## config.mk

```make
export PLATFORM = sky130hd
export DESIGN_NAME = fsac_filter_ctrl
export DESIGN_NICKNAME = d
export VERILOG_FILES = /design/src/rtl/fsac_filter_ctrl_pkg.sv /design/src/rtl/fsac_tick_gen.sv /design/src/rtl/fsac_filter_ctrl.sv
export VERILOG_INCLUDE_DIRS = /design/src /design/src/rtl
export SDC_FILE = /design/constraint.sdc
export NUM_CORES = 1
export LEC_CHECK = 0
export CORE_MARGIN = 2
export CORE_UTILIZATION = 50
export CTS_CLUSTER_SIZE = 24
export DETAILED_ROUTE_END_ITERATION = 10
export PLACE_DENSITY = 0.8
export SETUP_SLACK_MARGIN = 0.2
export SYNTH_ARGS = -nofsm -noshare
export SYNTH_HDL_FRONTEND = slang
export SYNTH_SLANG_ARGS = --single-unit
```

## constraint.sdc

```tcl
create_clock -name sys_clk_25m -period 3.2 [get_ports sys_clk_25m]
set_input_delay 0.96 -clock sys_clk_25m [delete_from_list [all_inputs] [get_ports sys_clk_25m]]
set_output_delay 0.96 -clock sys_clk_25m [all_outputs]
set_load 0.02 [all_outputs]
```

## src/rtl/fsac_defines.vh

```
// ============================================================================
//  fsac_defines.vh
//  Shared constants for the fsac filter controller: register addresses,
//  STATUS bit positions and switch-sequencer state encodings.
//  Revision: 1.0
// ============================================================================
`ifndef FSAC_DEFINES_VH
`define FSAC_DEFINES_VH

// Register addresses
`define FSAC_ADDR_ID       8'h00
`define FSAC_ADDR_TARGET   8'h01
`define FSAC_ADDR_ACTIVE   8'h02
`define FSAC_ADDR_STATUS   8'h03
`define FSAC_ADDR_BREAK    8'h04
`define FSAC_ADDR_SETTLE   8'h05

// STATUS register bit indices
`define FSAC_STAT_BUSY     0
`define FSAC_STAT_PENDING  1
`define FSAC_STAT_OVERRUN  2
`define FSAC_STAT_BAD_ADDR 3

// Switch sequencer state encodings
`define FSAC_ST_IDLE       2'd0
`define FSAC_ST_BREAK      2'd1
`define FSAC_ST_MAKE       2'd2

`endif

```

## src/rtl/fsac_filter_ctrl_pkg.sv

```systemverilog
// ============================================================================
//  fsac_filter_ctrl_pkg
//  Types, constants and helpers shared by the filter controller RTL.
//  Revision: 1.0
// ============================================================================
`default_nettype none
`include "fsac_defines.vh"

package fsac_filter_ctrl_pkg;

  localparam logic [7:0] ADDR_ID     = `FSAC_ADDR_ID;
  localparam logic [7:0] ADDR_TARGET = `FSAC_ADDR_TARGET;
  localparam logic [7:0] ADDR_ACTIVE = `FSAC_ADDR_ACTIVE;
  localparam logic [7:0] ADDR_STATUS = `FSAC_ADDR_STATUS;
  localparam logic [7:0] ADDR_BREAK  = `FSAC_ADDR_BREAK;
  localparam logic [7:0] ADDR_SETTLE = `FSAC_ADDR_SETTLE;

  localparam int STAT_BUSY     = `FSAC_STAT_BUSY;
  localparam int STAT_PENDING  = `FSAC_STAT_PENDING;
  localparam int STAT_OVERRUN  = `FSAC_STAT_OVERRUN;
  localparam int STAT_BAD_ADDR = `FSAC_STAT_BAD_ADDR;

  typedef enum logic [1:0] {
    ST_IDLE  = `FSAC_ST_IDLE,
    ST_BREAK = `FSAC_ST_BREAK,
    ST_MAKE  = `FSAC_ST_MAKE
  } state_t;

  // Assemble the STATUS read value; upper nibble reads as zero.
  function automatic logic [7:0] status_byte(input logic busy,
                                             input logic pending,
                                             input logic overrun,
                                             input logic bad_addr);
    logic [7:0] s;
    s                = 8'h00;
    s[STAT_BUSY]     = busy;
    s[STAT_PENDING]  = pending;
    s[STAT_OVERRUN]  = overrun;
    s[STAT_BAD_ADDR] = bad_addr;
    return s;
  endfunction

endpackage

`default_nettype wire

```

## src/rtl/fsac_tick_gen.sv

```systemverilog
// ============================================================================
//  fsac_tick_gen
//  Free-running prescaler: counts 0..TICK_DIV-1 and asserts tick for one
//  cycle while the count sits at its last value (i.e. on the wrap).
//  Ports:
//    sys_clk_25m  in   system clock
//    sys_rst      in   asynchronous active-high reset
//    tick         out  one-cycle pulse every TICK_DIV cycles
//  Revision: 1.0
// ============================================================================
`default_nettype none

module fsac_tick_gen #(
  parameter int unsigned TICK_DIV = 25
) (
  input  logic sys_clk_25m,
  input  logic sys_rst,
  output logic tick
);

  localparam logic [15:0] C_LAST = 16'(TICK_DIV - 1);

  logic [15:0] cnt_q;
  logic [15:0] cnt_d;

  always_comb begin
    cnt_d = (cnt_q == C_LAST) ? 16'd0 : cnt_q + 16'd1;
  end

  always_ff @(posedge sys_clk_25m or posedge sys_rst) begin
    if (sys_rst) begin
      cnt_q <= 16'd0;
    end else begin
      cnt_q <= cnt_d;
    end
  end

  assign tick = (cnt_q == C_LAST);

endmodule

`default_nettype wire

```

## src/rtl/fsac_filter_ctrl.sv

```systemverilog
// ============================================================================
//  fsac_filter_ctrl
//  Register bank behind the SPI slave plus a break-before-make sequencer for
//  the 8-bit filter relay bank: open all relays, wait BREAK_TICKS, apply the
//  target pattern, wait SETTLE_TICKS, then return to idle.
//  Ports:
//    sys_clk_25m    in   system clock
//    sys_rst        in   asynchronous active-high reset
//    spi_reg_addr   in   register address, qualified by spi_sel_end
//    spi_wr_data    in   write data, qualified by spi_sel_end & !spi_rw
//    spi_rw         in   1 = read, 0 = write
//    spi_sel_end    in   one-cycle access strobe
//    spi_rd_data    out  registered read data (held until the next read)
//    spi_rd_valid   out  one-cycle pulse, cycle after a read strobe
//    filter_switch  out  registered relay drive
//    busy           out  sequencer not idle
//  Revision: 1.0
// ============================================================================
`default_nettype none

module fsac_filter_ctrl
  import fsac_filter_ctrl_pkg::*;
#(
  parameter logic [7:0]  ID_VALUE   = 8'hA5,
  parameter int unsigned TICK_DIV   = 25,
  parameter logic [7:0]  BREAK_RST  = 8'd10,
  parameter logic [7:0]  SETTLE_RST = 8'd50
) (
  input  logic       sys_clk_25m,
  input  logic       sys_rst,
  input  logic [7:0] spi_reg_addr,
  input  logic [7:0] spi_wr_data,
  input  logic       spi_rw,
  input  logic       spi_sel_end,
  output logic [7:0] spi_rd_data,
  output logic       spi_rd_valid,
  output logic [7:0] filter_switch,
  output logic       busy
);

  logic tick;

  fsac_tick_gen #(
    .TICK_DIV (TICK_DIV)
  ) u_tick_gen (
    .sys_clk_25m (sys_clk_25m),
    .sys_rst     (sys_rst),
    .tick        (tick)
  );

  state_t     state_q,    state_d;
  logic [7:0] cnt_q,      cnt_d;
  logic [7:0] switch_q,   switch_d;
  logic [7:0] target_q,   target_d;
  logic [7:0] brk_q,      brk_d;
  logic [7:0] settle_q,   settle_d;
  logic       pending_q,  pending_d;
  logic       overrun_q,  overrun_d;
  logic       bad_q,      bad_d;
  logic [7:0] rd_data_q,  rd_data_d;
  logic       rd_valid_q, rd_valid_d;
  logic       busy_q,     busy_d;

  logic wr_en;
  logic rd_en;
  logic wr_target;
  logic cnt_done;

  assign wr_en     = spi_sel_end & ~spi_rw;
  assign rd_en     = spi_sel_end &  spi_rw;
  assign wr_target = wr_en && (spi_reg_addr == ADDR_TARGET);

  // A phase ends on the tick that takes the counter from 1 to 0, or at once
  // if the phase was entered with a zero count.
  assign cnt_done  = (cnt_q == 8'd0) || (tick && (cnt_q == 8'd1));

  always_comb begin
    state_d    = state_q;
    cnt_d      = cnt_q;
    switch_d   = switch_q;
    target_d   = target_q;
    brk_d      = brk_q;
    settle_d   = settle_q;
    pending_d  = pending_q;
    overrun_d  = overrun_q;
    bad_d      = bad_q;
    rd_data_d  = rd_data_q;
    rd_valid_d = 1'b0;

    // Register writes. ID and ACTIVE are read-only and silently ignore writes.
    if (wr_en) begin
      case (spi_reg_addr)
        ADDR_ID, ADDR_ACTIVE: ;
        ADDR_TARGET: target_d = spi_wr_data;
        ADDR_BREAK:  brk_d    = spi_wr_data;
        ADDR_SETTLE: settle_d = spi_wr_data;
        ADDR_STATUS: begin
          if (spi_wr_data[STAT_OVERRUN])  overrun_d = 1'b0;
          if (spi_wr_data[STAT_BAD_ADDR]) bad_d     = 1'b0;
        end
        default:     bad_d    = 1'b1;
      endcase
    end

    // A retarget during a sequence is queued; evaluated after the clear
    // above so a same-cycle set wins.
    if (wr_target && (state_q != ST_IDLE)) begin
      pending_d = 1'b1;
      overrun_d = 1'b1;
    end

    if (rd_en) begin
      rd_valid_d = 1'b1;
      case (spi_reg_addr)
        ADDR_ID:     rd_data_d = ID_VALUE;
        ADDR_TARGET: rd_data_d = target_q;
        ADDR_ACTIVE: rd_data_d = switch_q;
        ADDR_STATUS: rd_data_d = status_byte(busy_q, pending_q, overrun_q, bad_q);
        ADDR_BREAK:  rd_data_d = brk_q;
        ADDR_SETTLE: rd_data_d = settle_q;
        default:     rd_data_d = 8'h00;
      endcase
    end

    case (state_q)
      ST_IDLE: begin
        if (wr_target && (spi_wr_data != switch_q)) begin
          state_d  = ST_BREAK;
          switch_d = 8'h00;
          cnt_d    = brk_q;
        end
      end
      ST_BREAK: begin
        if (cnt_done) begin
          // target_d so a same-cycle retarget is applied rather than lost.
          state_d   = ST_MAKE;
          switch_d  = target_d;
          cnt_d     = settle_q;
          pending_d = 1'b0;
        end else if (tick) begin
          cnt_d = cnt_q - 8'd1;
        end
      end
      ST_MAKE: begin
        if (cnt_done) begin
          if (pending_d) begin
            state_d   = ST_BREAK;
            switch_d  = 8'h00;
            cnt_d     = brk_q;
            pending_d = 1'b0;
          end else begin
            state_d = ST_IDLE;
          end
        end else if (tick) begin
          cnt_d = cnt_q - 8'd1;
        end
      end
      default: begin
        state_d  = ST_IDLE;
        switch_d = 8'h00;
      end
    endcase

    busy_d = (state_d != ST_IDLE);
  end

  always_ff @(posedge sys_clk_25m or posedge sys_rst) begin
    if (sys_rst) begin
      state_q    <= ST_IDLE;
      cnt_q      <= 8'd0;
      switch_q   <= 8'h00;
      target_q   <= 8'h00;
      brk_q      <= BREAK_RST;
      settle_q   <= SETTLE_RST;
      pending_q  <= 1'b0;
      overrun_q  <= 1'b0;
      bad_q      <= 1'b0;
      rd_data_q  <= 8'h00;
      rd_valid_q <= 1'b0;
      busy_q     <= 1'b0;
    end else begin
      state_q    <= state_d;
      cnt_q      <= cnt_d;
      switch_q   <= switch_d;
      target_q   <= target_d;
      brk_q      <= brk_d;
      settle_q   <= settle_d;
      pending_q  <= pending_d;
      overrun_q  <= overrun_d;
      bad_q      <= bad_d;
      rd_data_q  <= rd_data_d;
      rd_valid_q <= rd_valid_d;
      busy_q     <= busy_d;
    end
  end

  assign spi_rd_data   = rd_data_q;
  assign spi_rd_valid  = rd_valid_q;
  assign filter_switch = switch_q;
  assign busy          = busy_q;

endmodule

`default_nettype wire
```

**Yosys cells after proc, flatten, opt, wreduce, memory -nomap -nowiden**

Index checks and enable logic that the tools add are counted.

- Bits in registers: 71
- Bits of input ports: 20
- Output and inout bits: 18
- Word-level logic and storage cells: 87

- Add/subtract/negate cells: 2
- Equality and inequality tests: 16
- Multiplexer cells: 30
- Bitwise gates (word level): 4
- Reduce and logical (&&, ||, !) cells: 22

Operators with widths:

| operator | number |
|---|---|
| $mux 8 | 11 |
| $pmux 8 s3 | 2 |
| $pmux 8 s6 | 1 |
| $add 16x1->16 const B | 1 |
| $eq 16x5->1 const B | 1 |
| $eq 8x1->1 const B | 2 |
| $eq 8x2->1 const B | 2 |
| $eq 8x3->1 const B | 2 |
| $logic_not 8->1 | 2 |
| $mux 16 | 1 |
| $mux 1 | 10 |
| $ne 2x2->1 const B | 5 |
| $reduce_bool 2->1 | 5 |
| $reduce_and 3->1 | 3 |
| $ne 8x8->1 | 1 |
| $sub 8x1->8 const B | 1 |
| $mux 2 | 3 |
| $pmux 2 s3 | 1 |
| $reduce_or 5->1 | 1 |
| $logic_and 1x1->1 | 4 |
| $reduce_and 2->1 | 2 |
| $reduce_and 4->1 | 1 |
| $ne 3x3->1 const B | 1 |
| $reduce_bool 3->1 | 1 |
| 8 further kinds | 10 |

**Logic depth before layout (Yosys ltp)**

- Depth after elaboration: 9
- Mapped depth: 10
- Depth with buffers taken out: 8

**By module**

Synthesis repeated with hierarchy kept, for this count alone.

- Cell total of the unflattened synthesis: 408
- Area total of the unflattened synthesis: 4097.7 µm²

By module, submodules not included:

| module | times used | cells each | area an instance (µm²) | sequential area each (µm²) |
|---|---|---|---|---|
| fsac_filter_ctrl | 1 | 336 | 3296.9 | 1382.6 |
| fsac_tick_gen | 1 | 72 | 800.8 | 400.4 |

**Worst setup path before layout**

Ideal clock, no wire load.

- Kind: input port to flip-flop
- From: input spi_reg_addr[5]
- To: register cnt_q[0]
- Setup time: 121 ps
- Arrival time: 2570 ps
- Data required time: 3079 ps
- Path slack: 509 ps
- Stages on the path: 6
- Path buffers: 0
- Cells stage by stage: or4_4 -> nor4b_4 -> o21ai_2 -> a221oi_4 -> o21ai_0 -> o22a_1

- Word-level cells in the longest chain between the ends: 6
- Elaborated cells between the ends (all ways): 8
- Classes of those cells: eq/ne: 3; mux: 1; reduce/logical: 4

RTL lines:

| element | line | RTL |
|---|---|---|
| start: declaration | fsac_filter_ctrl.sv:31 | `input logic [7:0] spi_reg_addr,` |
| $eq 8x1->1 (*) | fsac_filter_ctrl.sv:71 | `assign wr_target = wr_en && (spi_reg_addr == ADDR_TARGET);` |
| $logic_and 1x1->1 (*) | fsac_filter_ctrl.sv:71 |  |
| $logic_and 1x1->1 | fsac_filter_ctrl.sv:107 | `if (wr_target && (state_q != ST_IDLE)) begin` |
| $mux 1 | fsac_filter_ctrl.sv:107 |  |
| $ne 3x3->1 (no line) | - |  |
| $reduce_and 3->1 (no line) (*) | - |  |
| end signal: assignment | fsac_filter_ctrl.sv:183 | `cnt_q <= cnt_d;` |
| end: declaration | fsac_filter_ctrl.sv:52 | `logic [7:0] cnt_q, cnt_d;` |

Every way passes the cells marked *; elsewhere a longest branch is shown, timed or not.
A chain may end at the register's enable or synchronous reset.

**Final worst setup path**

- From: input spi_reg_addr[5]
- To: register cnt_q[2]

Same word-level chain as after synthesis.

==> results.sh <==
export IMPL_status="finished, final reports clean"
export IMPL_max_freq_mhz=344
export IMPL_hold_worst_slack_ns=0.481
export IMPL_fin_crit_sh_pct=90.8
export IMPL_firstDrtPassIters=5
export IMPL_finalHoldViolCount=0
export IMPL_fill_cells=595
export IMPL_antenna_found_initial=0
export IMPL_vias=3137
export IMPL_multi_input_area_sq_um=1950
export IMPL_die_w_um=92.4
export IMPL_clockPowerShare_pct=25.6
export IMPL_clkSlewWorstSetupHoldPaths_ns=0.07
export IMPL_wl_per_cell_um=16.9
export IMPL_cellPowerDensity_nw_per_um2=606
export IMPL_crit_type="primary input to register"
export IMPL_netlist_instances=384
export IMPL_drt_iter0_markers=230
export IMPL_rows=32
export IMPL_io_buffers=37
export IMPL_slew_headroom_pct=49.5
export IMPL_final_max_slew_viol_count=0
export IMPL_crit_top_cell="buf_4"
export IMPL_yosysSeqAreaShare_pct=45.7
export IMPL_drc=0
export IMPL_die_h_um=92.4
export IMPL_timing_setup_tns_ns=0
export IMPL_cpMaxStageDelayCell="or4_4"
export IMPL_synth_edff_count=0
export IMPL_fin_cells=541
export IMPL_p_int_w=0.00181
export IMPL_grt_pass1_vias=3083
export IMPL_totalWireLength_um=9140
export IMPL_post_place_ws_ns=-0.106
export IMPL_cts_root_buf="clkbuf_8"
export IMPL_diodes=0
export IMPL_grt_overflow_total=0
export IMPL_p_leak_nw=2.04
export IMPL_die_area_sq_um=8530
export IMPL_placedCellCount=524
export IMPL_combPwrFrac_pct=34.1
export IMPL_power_share_switching_pct=36.1
export IMPL_worst_pin_slew_ns=0.758
export IMPL_max_cap_violations=0
export IMPL_setup_violations=0
export IMPL_skew_ns=0.00854
export IMPL_start_util_pct=51.0
export IMPL_syn_cell_area_sq_um=3900
export IMPL_numCtsBuffers=9
export IMPL_critPathCaptureType="register"
export IMPL_gp_congestion=0.894
export IMPL_cts_sinks=71
export IMPL_crit_chain="clkdlybuf4s50_1 > or4_4 > nor4b_4 > buf_4 > o21ai_2 > a221oi_4 > buf_4 > nor2_1 > a31oi_1"
export IMPL_netlist_top_cells_area="dfrtp_1 (42%), mux2_2 (6.3%), mux2i_1 (4.6%), xnor2_1 (4.3%), dfstp_2 (3.4%)"
export IMPL_ys_ff_latch=71
export IMPL_required_ns=3.47
export IMPL_avgViaCountPerCell=5.80
export IMPL_worstPathArrival_ns=3.18
export IMPL_synth_fp_nets=414
export IMPL_synth_avg_cell_area_sq_um=10.2
export IMPL_coreArea_sq_um=7650
export IMPL_area_growth_pct=19.9
export IMPL_yosys_area_top_type_share_pct=42.3
export IMPL_ys_warn_count=0
export IMPL_register_area_sq_um=1780
export IMPL_power_switching_w=0.00102
export IMPL_h_tree_depth=3
export IMPL_setup_ws_ns=0.293
export IMPL_ys_types=56
export IMPL_grt_pass1_wl_um=15000
export IMPL_clockBufferDepth=2
export IMPL_worstSkewPairLatency_ns=0.36
export IMPL_hold_path_class="register to register"
export IMPL_async_flop_share_pct=100
export IMPL_drive_gt1_share_pct=16.9
export IMPL_yosysMostFrequentCell="dfrtp_1"
export IMPL_critPathLaunchType="primary input"
export IMPL_hpwl_um=6640
export IMPL_ioPinCount=38
export IMPL_grt_max_degree=72
export IMPL_yosys_area_top_type="dfrtp_1"
export IMPL_cts_tree="built"
export IMPL_crit_fanout=6
export IMPL_ant_nets=0
export IMPL_vdd_ir_drop_max_v=0.000434
export IMPL_crit_path_max_incr_delay_ns=0.56
export IMPL_track_usage_pct=22.5
export IMPL_power_frac_seq_pct=40.3
export IMPL_synthTopCellsByCount="dfrtp_1 (66), inv_1 (27), nor2_1 (27), nand2_1 (26), o21ai_0 (26)"
export IMPL_final_nets=464
export IMPL_rsz0062_at_grt="true"
export IMPL_ys_dominant_reg_cell="dfrtp_1"
export IMPL_final_util_pct=61.2
export IMPL_min_period_ns=2.91
-- metal layers --
| metal | wire length [um] | vias to the layer above | GRT usage, % | part of all wire (%) |
|---|---|---|---|---|
| li1 | - | 1474 | - | - |
| met2 | 4410 | 113 | 36.0 | 48 |
| met1 | 4040 | 1531 | 30.0 | 44 |
| met5 | 0 | - | 0 | 0 |
| met4 | 119 | 0 | 7.21 | 1.3 |
| met3 | 566 | 19 | 5.94 | 6.2 |
-- timing repair --
action | in CTS | in global routing
endpoints found under the setup margin | 0 | 15
resized for setup | 0 | 1
buffers inserted | 0 | 1
hold buffers | 0 | 0
-- cell usage in the layout, fill, tap and decap left out, types with 2 or more instances in the layout --
cell type,n
a211o_1,2
a211oi_1,2
a21o_1,3
a21oi_1,20
a221o_1,2
a221oi_1,5
a22o_1,7
a22oi_1,2
a31oi_1,8
and3_1,3
buf_4,17
clkbuf_8,10
clkdlybuf4s50_1,37
clkinvlp_4,3
dfrtp_1,66
dfstp_2,5
ha_1,10
inv_1,26
mux2_2,22
mux2i_1,18
nand2_1,26
nand2b_1,3
nand3_1,16
nand4_1,5
nor2_1,27
nor2b_1,3
nor4_1,2
nor4bb_1,2
o21ai_0,26
o21ai_2,3
o22a_1,4
o22ai_1,3
o41ai_1,2
xnor2_1,19
xor2_1,5
-- critical path, delay by kind of cell --
family          cells  cell delay [ns]
compound gates      3             0.58
simple gates        3             0.86
buf+inv             3             0.78
-- metrics by stage --
| stage | power [W] | cell area, sq um |
|---|---|---|
| 2_1_floorplan | 0.00179 | 3900 |
| 3_3_place_gp | 0.00207 | 4470 |
| 3_5_place_dp | 0.00210 | 4470 |
| 4_1_cts | 0.00283 | 4670 |
| 5_1_grt | 0.00300 | 4680 |
| 6_report | 0.00283 | 4680 |
-- worst paths after layout --
path                                                from                    endpoint  slack [ns]  cells after the start
setup / recovery                         spi_reg_addr[5]        cnt_q[2]$_DFFE_PP0P_        0.29                      9
hold / removal                spi_rd_data[2]$_DFFE_PP0P_  spi_rd_data[2]$_DFFE_PP0P_        0.48                      2
setup reg to reg           u_tick_gen.cnt_q[0]$_DFF_PP0_              busy$_DFF_PP0_        0.48                      8
hold reg to reg               spi_rd_data[2]$_DFFE_PP0P_  spi_rd_data[2]$_DFFE_PP0P_        0.48                      2
max in group asynchronous                        sys_rst     settle_q[1]$_DFFE_PP1P_        1.86                      3
min in group asynchronous                        sys_rst           bad_q$_DFFE_PP0P_        1.00                      3
-- layout make-up --
type                       count  share of cell area (%)
sequential                    71                    38.1
multi-input combinational    270                    41.7
timing repair buffer          55                    11.1
clock buffer                  11                    3.02
clock inverter                 5                    1.23
tap                          102                    2.73
inverter                      27                    2.17
-- sequential cells by signal (all words and copies together) (netlist names), 2 cells and up --
| name | flops |
|---|---|
| target_q | 8 |
| cnt_q | 8 |
| u_tick_gen.cnt_q | 16 |
| spi_rd_data | 8 |
| brk_q | 8 |
| state_q | 2 |
| filter_switch | 8 |
| settle_q | 8 |
-- logic make-up after synthesis --
logic type	count (synthesis)	synth area share (%)
buffers and inverters	43	4.52
AO/OA/AOI/OAI	97	16.8
multiplexers	40	11.0
XOR/XNOR	24	5.38
adder cells (fa/ha/maj)	10	3.21
AND/OR/NAND/NOR	99	13.4
flip-flops	71	45.7
-- power by group through the flow --
stage	sequential, W	combinational (W)	clock (W)
final	0.00114	0.000966	0.000726
after global routing	0.00116	0.00106	0.000774
after CTS	0.00114	0.000952	0.000737
after detailed placement	0.00115	0.000947	0
after global placement	0.00115	0.000917	0
after floorplan	0.00116	0.000625	0
(Power assumes the default switching activity.)
